## config.mk

```make
export PLATFORM = sky130hd
export DESIGN_NAME = uart_tx_frame
export DESIGN_NICKNAME = d
export VERILOG_FILES = /design/src/rtl/uart_tx_frame.sv
export SDC_FILE = /design/constraint.sdc
export NUM_CORES = 1
export LEC_CHECK = 0
export ABC_AREA = 0
export CORE_UTILIZATION = 36
export CTS_BUF_LIST = sky130_fd_sc_hd__clkbuf_16
export DETAILED_ROUTE_END_ITERATION = 10
export GPL_TIMING_DRIVEN = 0
export MAX_ROUTING_LAYER = met4
export PLACE_DENSITY = 0.56
export SLEW_MARGIN = 15
export SYNTH_ARGS = -nofsm -noshare
export SYNTH_HDL_FRONTEND = slang
export SYNTH_SLANG_ARGS = --single-unit
```

## constraint.sdc

```tcl
create_clock -name clock -period 2.8 [get_ports clock]
set_input_delay 0.42 -clock clock [delete_from_list [all_inputs] [get_ports clock]]
set_output_delay 0.42 -clock clock [all_outputs]
set_load 0.1 [all_outputs]
```

## src/rtl/uart_tx_frame.sv

```systemverilog
// Purpose : UART serial transmitter: start bit, 5-8 data bits LSB first, optional parity, 1/1.5/2-bit stop.
// Latency : tx falls on the edge after accept; tx_done is a pulse div_l*(16*(1+N+P)+S) clocks after accept.
// Backpr.  : valid/ready; tx_ready is low for the whole frame, so tx_valid while busy is ignored.
//
// Ports:
//   clock, reset_n                           - system clock, asynchronous active-low reset
//   bps_div, data_size, stop_size, parity_check - line configuration, latched at accept
//   tx_data, tx_valid, tx_ready              - byte handshake
//   tx, tx_busy, tx_done                     - serial line, frame-in-progress flag, end-of-frame pulse
module uart_tx_frame #(
  parameter int OVERSAMPLE = 16,
  parameter bit IDLE_LEVEL = 1'b1
) (
  input  logic        clock,
  input  logic        reset_n,
  input  logic [15:0] bps_div,
  input  logic [3:0]  data_size,
  input  logic [5:0]  stop_size,
  input  logic [1:0]  parity_check,
  input  logic [7:0]  tx_data,
  input  logic        tx_valid,
  output logic        tx_ready,
  output logic        tx,
  output logic        tx_busy,
  output logic        tx_done
);

  typedef enum logic [2:0] {IDLE, START, DATA, PARITY, STOP} state_t;

  localparam logic [5:0] OS_LAST = 6'(OVERSAMPLE - 1);
  localparam logic [5:0] OS_BITS = 6'(OVERSAMPLE);

  state_t      state;
  logic [7:0]  data_l;
  logic [15:0] div_l;
  logic [3:0]  nbits;
  logic [5:0]  stop_l;
  logic [1:0]  par_l;
  logic [15:0] div_cnt;
  logic [5:0]  tick_cnt;
  logic [2:0]  bit_idx;

  logic        accept;
  logic        tick;
  logic        par_en;
  logic        par_bit;
  logic        par_x;
  logic [3:0]  ds_c;
  logic [5:0]  ss_c;
  logic [15:0] bd_c;

  // Configuration clamping applied to the values being latched.
  always_comb begin
    ds_c = (data_size < 4'd5) ? 4'd5 : ((data_size > 4'd8) ? 4'd8 : data_size);
    ss_c = (stop_size == 6'd0) ? OS_BITS : stop_size;
    bd_c = (bps_div < 16'd2) ? 16'd1 : bps_div;
  end

  always_comb begin
    accept = tx_valid && tx_ready;
    // div_l is never 0, so div_l-1 cannot wrap; div_l==1 ticks every clock.
    tick   = tx_busy && (div_cnt == div_l - 16'd1);
    par_en = (par_l == 2'b01) || (par_l == 2'b10);
  end

  // Parity covers only the nbits data bits actually sent; odd parity inverts.
  always_comb begin
    par_x = 1'b0;
    for (int i = 0; i < 8; i++) begin
      if (i < int'(nbits)) par_x = par_x ^ data_l[i];
    end
    par_bit = (par_l == 2'b01) ? ~par_x : par_x;
  end

  always_ff @(posedge clock or negedge reset_n) begin
    if (!reset_n) begin
      state    <= IDLE;
      data_l   <= 8'd0;
      div_l    <= 16'd1;
      nbits    <= 4'd8;
      stop_l   <= OS_BITS;
      par_l    <= 2'b00;
      div_cnt  <= 16'd0;
      tick_cnt <= 6'd0;
      bit_idx  <= 3'd0;
      tx       <= IDLE_LEVEL;
      tx_ready <= 1'b1;
      tx_busy  <= 1'b0;
      tx_done  <= 1'b0;
    end else begin
      tx_done <= 1'b0;

      if (tx_busy) begin
        div_cnt <= tick ? 16'd0 : div_cnt + 16'd1;
      end

      case (state)
        IDLE: begin
          tx <= IDLE_LEVEL;
          if (accept) begin
            data_l   <= tx_data;
            div_l    <= bd_c;
            nbits    <= ds_c;
            stop_l   <= ss_c;
            par_l    <= parity_check;
            div_cnt  <= 16'd0;
            tick_cnt <= 6'd0;
            bit_idx  <= 3'd0;
            tx       <= ~IDLE_LEVEL;
            tx_ready <= 1'b0;
            tx_busy  <= 1'b1;
            state    <= START;
          end
        end

        START: begin
          if (tick) begin
            if (tick_cnt == OS_LAST) begin
              tick_cnt <= 6'd0;
              bit_idx  <= 3'd0;
              tx       <= data_l[0];
              state    <= DATA;
            end else begin
              tick_cnt <= tick_cnt + 6'd1;
            end
          end
        end

        DATA: begin
          if (tick) begin
            if (tick_cnt == OS_LAST) begin
              tick_cnt <= 6'd0;
              if ({1'b0, bit_idx} == nbits - 4'd1) begin
                if (par_en) begin
                  tx    <= par_bit;
                  state <= PARITY;
                end else begin
                  tx    <= IDLE_LEVEL;
                  state <= STOP;
                end
              end else begin
                bit_idx <= bit_idx + 3'd1;
                tx      <= data_l[bit_idx + 3'd1];
              end
            end else begin
              tick_cnt <= tick_cnt + 6'd1;
            end
          end
        end

        PARITY: begin
          if (tick) begin
            if (tick_cnt == OS_LAST) begin
              tick_cnt <= 6'd0;
              tx       <= IDLE_LEVEL;
              state    <= STOP;
            end else begin
              tick_cnt <= tick_cnt + 6'd1;
            end
          end
        end

        STOP: begin
          if (tick) begin
            // stop_l may be 24 (1.5 bits), so the stop period is counted in ticks.
            if (tick_cnt == stop_l - 6'd1) begin
              tick_cnt <= 6'd0;
              tx_done  <= 1'b1;
              tx_ready <= 1'b1;
              tx_busy  <= 1'b0;
              state    <= IDLE;
            end else begin
              tick_cnt <= tick_cnt + 6'd1;
            end
          end
        end

        default: begin
          tx    <= IDLE_LEVEL;
          state <= IDLE;
        end
      endcase
    end
  end

endmodule
```

=== Word level (Yosys, flattened, before mapping) ===
Index checks and enable logic that the tools add are counted.

* Register bits: 68
* Bits of input ports: 39

* Add/sub/neg operators: 6
* $lt $le $gt $ge: 12
* Equality and inequality tests: 22
* Multiplexer cells: 65
* Bitwise gates (word level): 9
* Reductions and logical operators: 15

{| class="wikitable"
|+ Operator list
! kind !! count
|-
| $mux 16 || 5
|-
| $mux 3 || 17
|-
| $mux 6 || 6
|-
| $mux 1 || 28
|-
| $ne 2x2->1 const B || 11
|-
| $pmux 6 s3 || 1
|-
| $add 16x1->16 const B || 1
|-
| $eq 16x16->1 || 1
|-
| $lt 16x2->1 const B || 1
|-
| $lt 3x4->1 const A || 4
|-
| $sub 16x1->16 const B || 1
|-
| $pmux 3 s5 || 1
|-
| $reduce_and 7->1 || 2
|-
| $reduce_and 10->1 || 1
|-
| $pmux 3 s3 || 1
|-
| $lt 1x4->1 const A || 2
|-
| $lt 2x4->1 const A || 2
|-
| $mux 4 || 2
|-
| $reduce_and 4->1 || 2
|-
| $xor 1x1->1 || 7
|-
| $add 6x1->6 const B || 1
|-
| $eq 3x2->1 const B || 2
|-
| $eq 6x4->1 const B || 1
|-
| $eq 6x6->1 || 1
|-
| 24 further kinds || 28
|}

=== Longest topological paths before layout ===
Gate-level depths: netlist of run 1.

* Word-level depth: 23
* Mapped depth: 12

=== Worst setup path after synthesis of run 1 ===
No wires, ideal clock.

* Path kind: reg-to-reg
* Start point: register tx_busy
* End point: register state[2]
* Library setup time: 0.128 ns
* Arrival: 2.974 ns
* Setup slack: -0.301 ns
* Stages on the path, launching flop included: 8
* Period minus slack after synthesis: 3.101 ns
* Cell sequence: dfrtp_1 > clkbuf_1 > nand3_1 > or4_4 > nor4_4 > nand3_2 > o211a_1 > mux2_1

* Cells in the longest elaborated chain, start to end: 3
* Elaborated cells between the ends (all ways): 6
* Classes of those cells: eq/ne (4); reduce/logical (2)

{| class="wikitable"
|+ Ends and longest elaborated chain
! item !! line !! text
|-
| start: declaration || 24 || <nowiki>output logic tx_busy,</nowiki>
|-
| start signal: assignment || 88 || <nowiki>tx_busy <= 1'b0;</nowiki>
|-
| start signal: assignment || 111 || <nowiki>tx_busy <= 1'b1;</nowiki>
|-
| start signal: assignment || 170 || <nowiki>tx_busy <= 1'b0;</nowiki>
|-
| $logic_and 1x1->1 * || 62 || <nowiki>tick = tx_busy && (div_cnt == div_l - 16'd1);</nowiki>
|-
| $ne 2x2->1 (no line) || - ||
|-
| $reduce_and 10->1 (no line) * || - ||
|-
| end signal: assignment || 77 || <nowiki>state <= IDLE;</nowiki>
|-
| end signal: assignment || 112 || <nowiki>state <= START;</nowiki>
|-
| end signal: assignment || 122 || <nowiki>state <= DATA;</nowiki>
|-
| end: declaration || 33 || <nowiki>state_t state;</nowiki>
|}

Every way passes the cells marked *; elsewhere a longest branch is shown, timed or not.
A chain may end at the register's enable or synchronous reset.

=== Worst setup path after layout of run 1 ===
* Start point: register div_l[0]
* End point: register state[2]

* Cells in the longest elaborated chain, start to end: 5
* Elaborated cells between the ends (all ways): 8
* Classes of those cells: add/sub (1); eq/ne (5); reduce/logical (2)

{| class="wikitable"
|+ Ends and longest elaborated chain
! item !! line !! text
|-
| start: declaration || 35 || <nowiki>logic [15:0] div_l;</nowiki>
|-
| start signal: assignment || 79 || <nowiki>div_l <= 16'd1;</nowiki>
|-
| start signal: assignment || 102 || <nowiki>div_l <= bd_c;</nowiki>
|-
| $sub 16x1->16 * || 62 ||
|-
| $eq 16x16->1 * || 62 ||
|-
| $logic_and 1x1->1 * || 62 ||
|-
| $ne 2x2->1 (no line) || - ||
|-
| $reduce_and 10->1 (no line) * || - ||
|}

Marked as above.

==> results of run 1 <==
-- repair_timing --
action | in CTS | in global routing
buffers inserted | 13 | 2
gates resized for setup | 7 | 20
setup endpoints to repair | 30 | 30
hold endpoints to repair | 0 | 0
pin swaps | 9 | 12
-- per-stage QoR --
stage               hold slack (ns)  TNS [ns]  power, uW  worst slack (ns)
CTS                         0.00871   -0.0684       2300           -0.0684
detailed placement            0.368    -10.74       1090            -0.501
floorplan                     0.124   -0.0660       1000           -0.0660
finish                     -0.00260   -0.0859       2270           -0.0487
global placement              0.474    -80.43       1080             -1.30
global route                 0.0249     -1.41       2330            -0.158
-- state kept, by name (all words and copies together) (netlist names) --
register	count
nbits	4
tx	1
div_cnt	16
tx_ready	1
tick_cnt	6
state	3
tx_done	1
stop_l	6
div_l	16
bit_idx	3
par_l	2
tx_busy	1
data_l	8
-- synth_stat cells, types with 4 or more instances --
cell type | number | area share, %
o21ai_1 | 4 | 0.46
or2_2 | 4 | 0.58
nand2b_1 | 5 | 0.72
and3_1 | 10 | 1.4
nor4_1 | 9 | 1.3
inv_1 | 13 | 1.1
nor2b_1 | 5 | 0.72
o31ai_1 | 4 | 0.69
o21ai_0 | 21 | 2.4
nand3_1 | 14 | 1.6
xor2_1 | 25 | 5.1
ha_1 | 10 | 2.9
nand4_1 | 8 | 1.2
nor3_1 | 14 | 1.6
dfrtp_1 | 63 | 36
nor2_1 | 46 | 4.0
xnor2_1 | 23 | 4.6
or3_1 | 6 | 0.87
clkbuf_1 | 18 | 1.6
a31oi_1 | 8 | 1.2
nand3b_1 | 4 | 0.69
dfstp_2 | 5 | 3.0
a21oi_1 | 14 | 1.6
nand2_1 | 121 | 10
-- routing by layer --
| metal | share of wire [%] | routed length, microns | global-route usage [%] |
|---|---|---|---|
| met1 | 49 | 5790 | 27.6 |
| met2 | 46 | 5350 | 29.6 |
| met3 | 3.0 | 349 | 3.54 |
| met4 | 2.1 | 249 | 9.82 |
| met5 | 0 | 0 | - |
-- power breakdown --
part           total [uW]  internal [uW]  switching [uW]
clock network        1200            768             431
logic                84.8           50.8            34.0
registers             984            984               0
total                2270           1800             465
-- worst paths after layout --
path | to | cells after the start
setup / recovery | state[2] | 10
hold / removal | div_cnt[4] | 1
setup reg to reg | state[2] | 10
hold reg to reg | par_l[0] | 2
max in group asynchronous | tx_ready | 2
min in group clock | par_l[0] | 2
-- final cells by class --
| class | instances | area (sq um) | area share [%] |
|---|---|---|---|
| well taps | 143 | 179 | 3.23 |
| flip-flops and latches | 68 | 1710 | 30.9 |
| multi-input cells | 415 | 2660 | 48.1 |
| inverters | 13 | 48.8 | 0.882 |
| clock buffers | 9 | 225 | 4.07 |
| repair buffers | 57 | 554 | 10.0 |
| plain buffers | 16 | 70.1 | 1.27 |
| clock inverters | 7 | 83.8 | 1.51 |
-- kinds of logic after synthesis --
kind of cell	after synthesis	share of synthesized area [%]
fa+ha+maj	10	2.89
mux	8	2.51
flops	68	39.4
compound gates	79	11.8
buf+inv	32	2.80
xor+xnor	48	9.70
simple gates	270	30.9
==> results.toml, run 1 <==
[status]
status = "finished, violations left"
violations = "DRC, hold timing, setup timing"

[synth]
syn_avg_cell_area_sq_um = 8.42
yosys_warnings = 0
syn_area_sq_um = 4330
syn-num-nets = 564
synth-edff-count = 0
synth-seq-cells = 68
synth_cells = 515
synthFlopType = "dfrtp_1"
synth.distinct_cells = 63
synth-seq-area-share_pct = 39.4
synthArstFlopShare_pct = 100

[global_routing]
grt_antenna_before_repair = 0
grt_pass1_wl_mm = 19.1
grt_start_max_net_pins = 41
grt_pass1_vias = 3776
grt-ovfl-total = 0
grt_usage_pct = 20.4

[die]
die_width_microns = 112
fp.dieH_microns = 112
die_area_sq_um = 12500
row_count = 39
start_util_pct = 37.5
core-area_sq_um = 11600
ioPinCount = 43

[routing]
via_per_inst = 5.29
finalWirelength_mm = 11.7
first_pass_iters = 8
vias = 3853
drc = 3
drt_iter0_drc = 239
final_antenna_net_count = 0
wl_per_cell_microns = 16.1

[timing]
finalHoldViolations = 2
finalSetupViolCount = 4
layout_setup_ws_ns = -0.0487
maxSlewHeadroom_pct = 35.2
whs_ns = -0.00260
fmax_ghz = 0.351
fin_crit_sh_pct = 102
slew_viol_final = 0
skew_ns = 0.00954
worst-slew-pin-transition_ns = 0.969
rsz0062_at_grt = "yes"
fin_crit_ns = 2.85

[cells_and_area]
final_common_cell = "nand2_1"
drive_above_1_share_pct = 12.5
n_fill_cell = 1092
design_area_sq_um = 5540
postLayoutCoreUtil_pct = 47.9
layout_common_cells = "nand2_1 (120), dfrtp_1 (61), nor2_1 (45)"
syn_to_final_growth_pct = 27.7
n_antenna_cell = 0
num-nets-final = 629
instances_no_fill = 728

[pwr]
p_per_area_nw_per_um2 = 410
ir_drop_mv = 0.193
leakagePower_uw = 0.00244

[place]
globalplace.congestion = 0.877
numPortBuffers = 42
dp_cells = 701
place_area_sq_um = 4990
dp_hpwl_mm = 8.65

[setup_path]
max_stage_delay_ns = 0.54
reg2reg_from = "div_l[0]"
arrival_ns = 3.08
cp_slowest_cell = "dfstp_2"
critical_path_class = "reg -> reg"
cp-start-kind = "flip-flop"
startpoint = "div_l[0]"
ff2ff_setup_slack_ns = -0.05
cp_cell_sequence = "inv_2, ha_4, xor2_1, nand3_1, or4_4, nor4_4, buf_4, nand3_4, o211a_1, mux2_4"
cp_max_fo = 2
path_delay_family = "simple AND/OR/NAND/NOR gates"
critPathBufInv = 2
cp-end-kind = "flip-flop"
cp.required_ns = 3.03

[cts]
cts_made_buffers = 9
ctsHoldBuffers = 0
cts_max_level = 3
cts_root_buffer = "clkbuf_16"
clock_sinks = 68
clk_latency_ns = 0.35
cts_tree = "done"
clkTransAtPathRegs_ns = 0.06
clock_path_buffers = 2

[flow_run]
maxCapViolCount = 0

[worst_hold_path]
hold_class = "in -> async"
No activity file was read; power rests on OpenSTA's default activity.
==> inputs of run 2 (changes only) <==
Settings changed: GPL_ROUTABILITY_DRIVEN set to 0.
==> results of run 2 <==
Same layout as run 1: the final DEF is identical, and so are final timing and power.
==> inputs of run 3 (changes only) <==
==> constraint.sdc (replaced) <==
create_clock -name clock -period 2.8 [get_ports clock]
set_input_delay 0.42 -clock clock [delete_from_list [all_inputs] [get_ports clock]]
set_output_delay 0.42 -clock clock [all_outputs]
set_load 0.05 [all_outputs]
==> results.toml, run 3 (same netlist as run 1, synthesis figures left out) <==
[status]
status = "finished, violations left"
violations = "DRC, setup timing"

[cells_and_area]
n_fill_cell = 1104
num-nets-final = 630
final_common_cell = "nand2_1"
layout_common_cells = "nand2_1 (120), dfrtp_1 (63), nor2_1 (44)"
instances_no_fill = 729
n_antenna_cell = 0
drive_above_1_share_pct = 12.8
syn_to_final_growth_pct = 27.5
reg.largest.list = "div_cnt (16), div_l (16), data_l (8)"

[timing]
fin_crit_sh_pct = 103
slew_viol_final = 0
fmax_ghz = 0.345
layout_setup_ws_ns = -0.0952
finalSetupViolCount = 6
skew_ns = 0.00870
worst-slew-pin-transition_ns = 0.861
fin_crit_ns = 2.90
maxSlewHeadroom_pct = 42.1
finalHoldViolations = 0
whs_ns = 0.00169
rsz0062_at_grt = "yes"

[setup_path]
cp-end-kind = "flip-flop"
cp.required_ns = 3.03
cp-start-kind = "flip-flop"
arrival_ns = 3.12
cp_max_fo = 5
critical_path_class = "reg -> reg"

[pwr]
leakagePower_uw = 0.00244
power.total_uw = 2300
ir_drop_mv = 0.285
p_per_area_nw_per_um2 = 416

[routing]
via_per_inst = 5.32
wl_per_cell_microns = 16.1
final_antenna_net_count = 0
drt_iter0_drc = 271
vias = 3881
drc = 1
first_pass_iters = 7
finalWirelength_mm = 11.8

[cts]
cts_max_level = 3
clock_path_buffers = 2
clkTransAtPathRegs_ns = 0.06
clk_latency_ns = 0.35
cts_root_buffer = "clkbuf_16"
clock_sinks = 68
cts_made_buffers = 9
cts_tree = "done"

[die]
core-area_sq_um = 11600
fp.dieH_microns = 112
start_util_pct = 37.5
die_width_microns = 112
ioPinCount = 43
die_area_sq_um = 12500
row_count = 39

[global_routing]
grt_pass1_wl_mm = 19.6
grt_start_max_net_pins = 41
grt_antenna_before_repair = 0
grt_usage_pct = 20.9
grt-ovfl-total = 0
grt_pass1_vias = 3799

[place]
dp_cells = 701
numPortBuffers = 42
dp_hpwl_mm = 8.55
dp_slack_ns = -0.493

[flow_run]
maxCapViolCount = 0

[worst_hold_path]
hold_class = "in -> async"
[run 3: final timing paths]
kind | from | end | slack [ns] | depth (start not counted)
worst min register to register | par_l[0] | par_l[0] | 0.49 | 2
worst min-delay path | reset_n | div_cnt[5] | 0.002 | 1
worst max-delay path | div_l[0] | bit_idx[1] | -0.1 | 10
worst max register to register | div_l[0] | bit_idx[1] | -0.1 | 10
min in group clock | par_l[0] | par_l[0] | 0.49 | 2
max in group asynchronous | reset_n | tx | 2.19 | 2
[run 3: stage by stage]
| stage | cell area [sq um] | utilization [%] | TNS [ns] |
|---|---|---|---|
| finish | 5530 | 47.8 | -0.261 |
| floorplan | 4360 | - | -0.0660 |
| detailed placement | 4990 | 43.1 | -10.42 |
| CTS | 5440 | 47.0 | -0.0831 |
| global route | 5530 | 47.8 | -1.24 |
| global placement | 4960 | 42.9 | -81.66 |
[run 3: power breakdown]
group	switching (uW)	internal, uW	leakage (uW)
clock	455	774	0.000145
sequential	0	983	0.000824
combinational	33.7	50.8	0.00147
[run 3: cell type report]
type | instances | area [sq um] | share of cell area, %
buffer | 16 | 70.1 | 1.27
clock buffer | 9 | 225 | 4.08
clock inverter | 7 | 91.3 | 1.65
inverter | 13 | 48.8 | 0.883
multi-input combinational | 415 | 2640 | 47.7
sequential | 68 | 1710 | 30.9
tap | 143 | 179 | 3.24
timing repair buffer | 58 | 566 | 10.2
[run 3: timing repair]
| action | CTS | global route |
|---|---|---|
| gates resized for setup | 8 | 18 |
| setup buffers | 13 | 2 |
| setup endpoints to repair | 29 | 30 |
| pin swaps | 8 | 9 |
| hold buffers | 0 | 0 |
[run 3: critical path: stages, from the launching register on]
cell and delay, ns:
dfstp_2 0.38, buf_4 0.15, nor3_1 0.30, nand4b_1 0.15, xnor2_1 0.19, or4_4 0.44
nor4_4 0.35, buf_4 0.21, a31oi_2 0.10, a21boi_2 0.20, mux2_4 0.31
[run 3: layer usage]
layer,wire (microns),share of wire (%),track usage [%],vias up
li1,-,-,-,1924
met2,5380,46,30.6,78
met3,605,5.1,5.55,10
met1,5650,48,28.0,1869
met4,121,1.0,6.67,0
met5,0,0,-,-
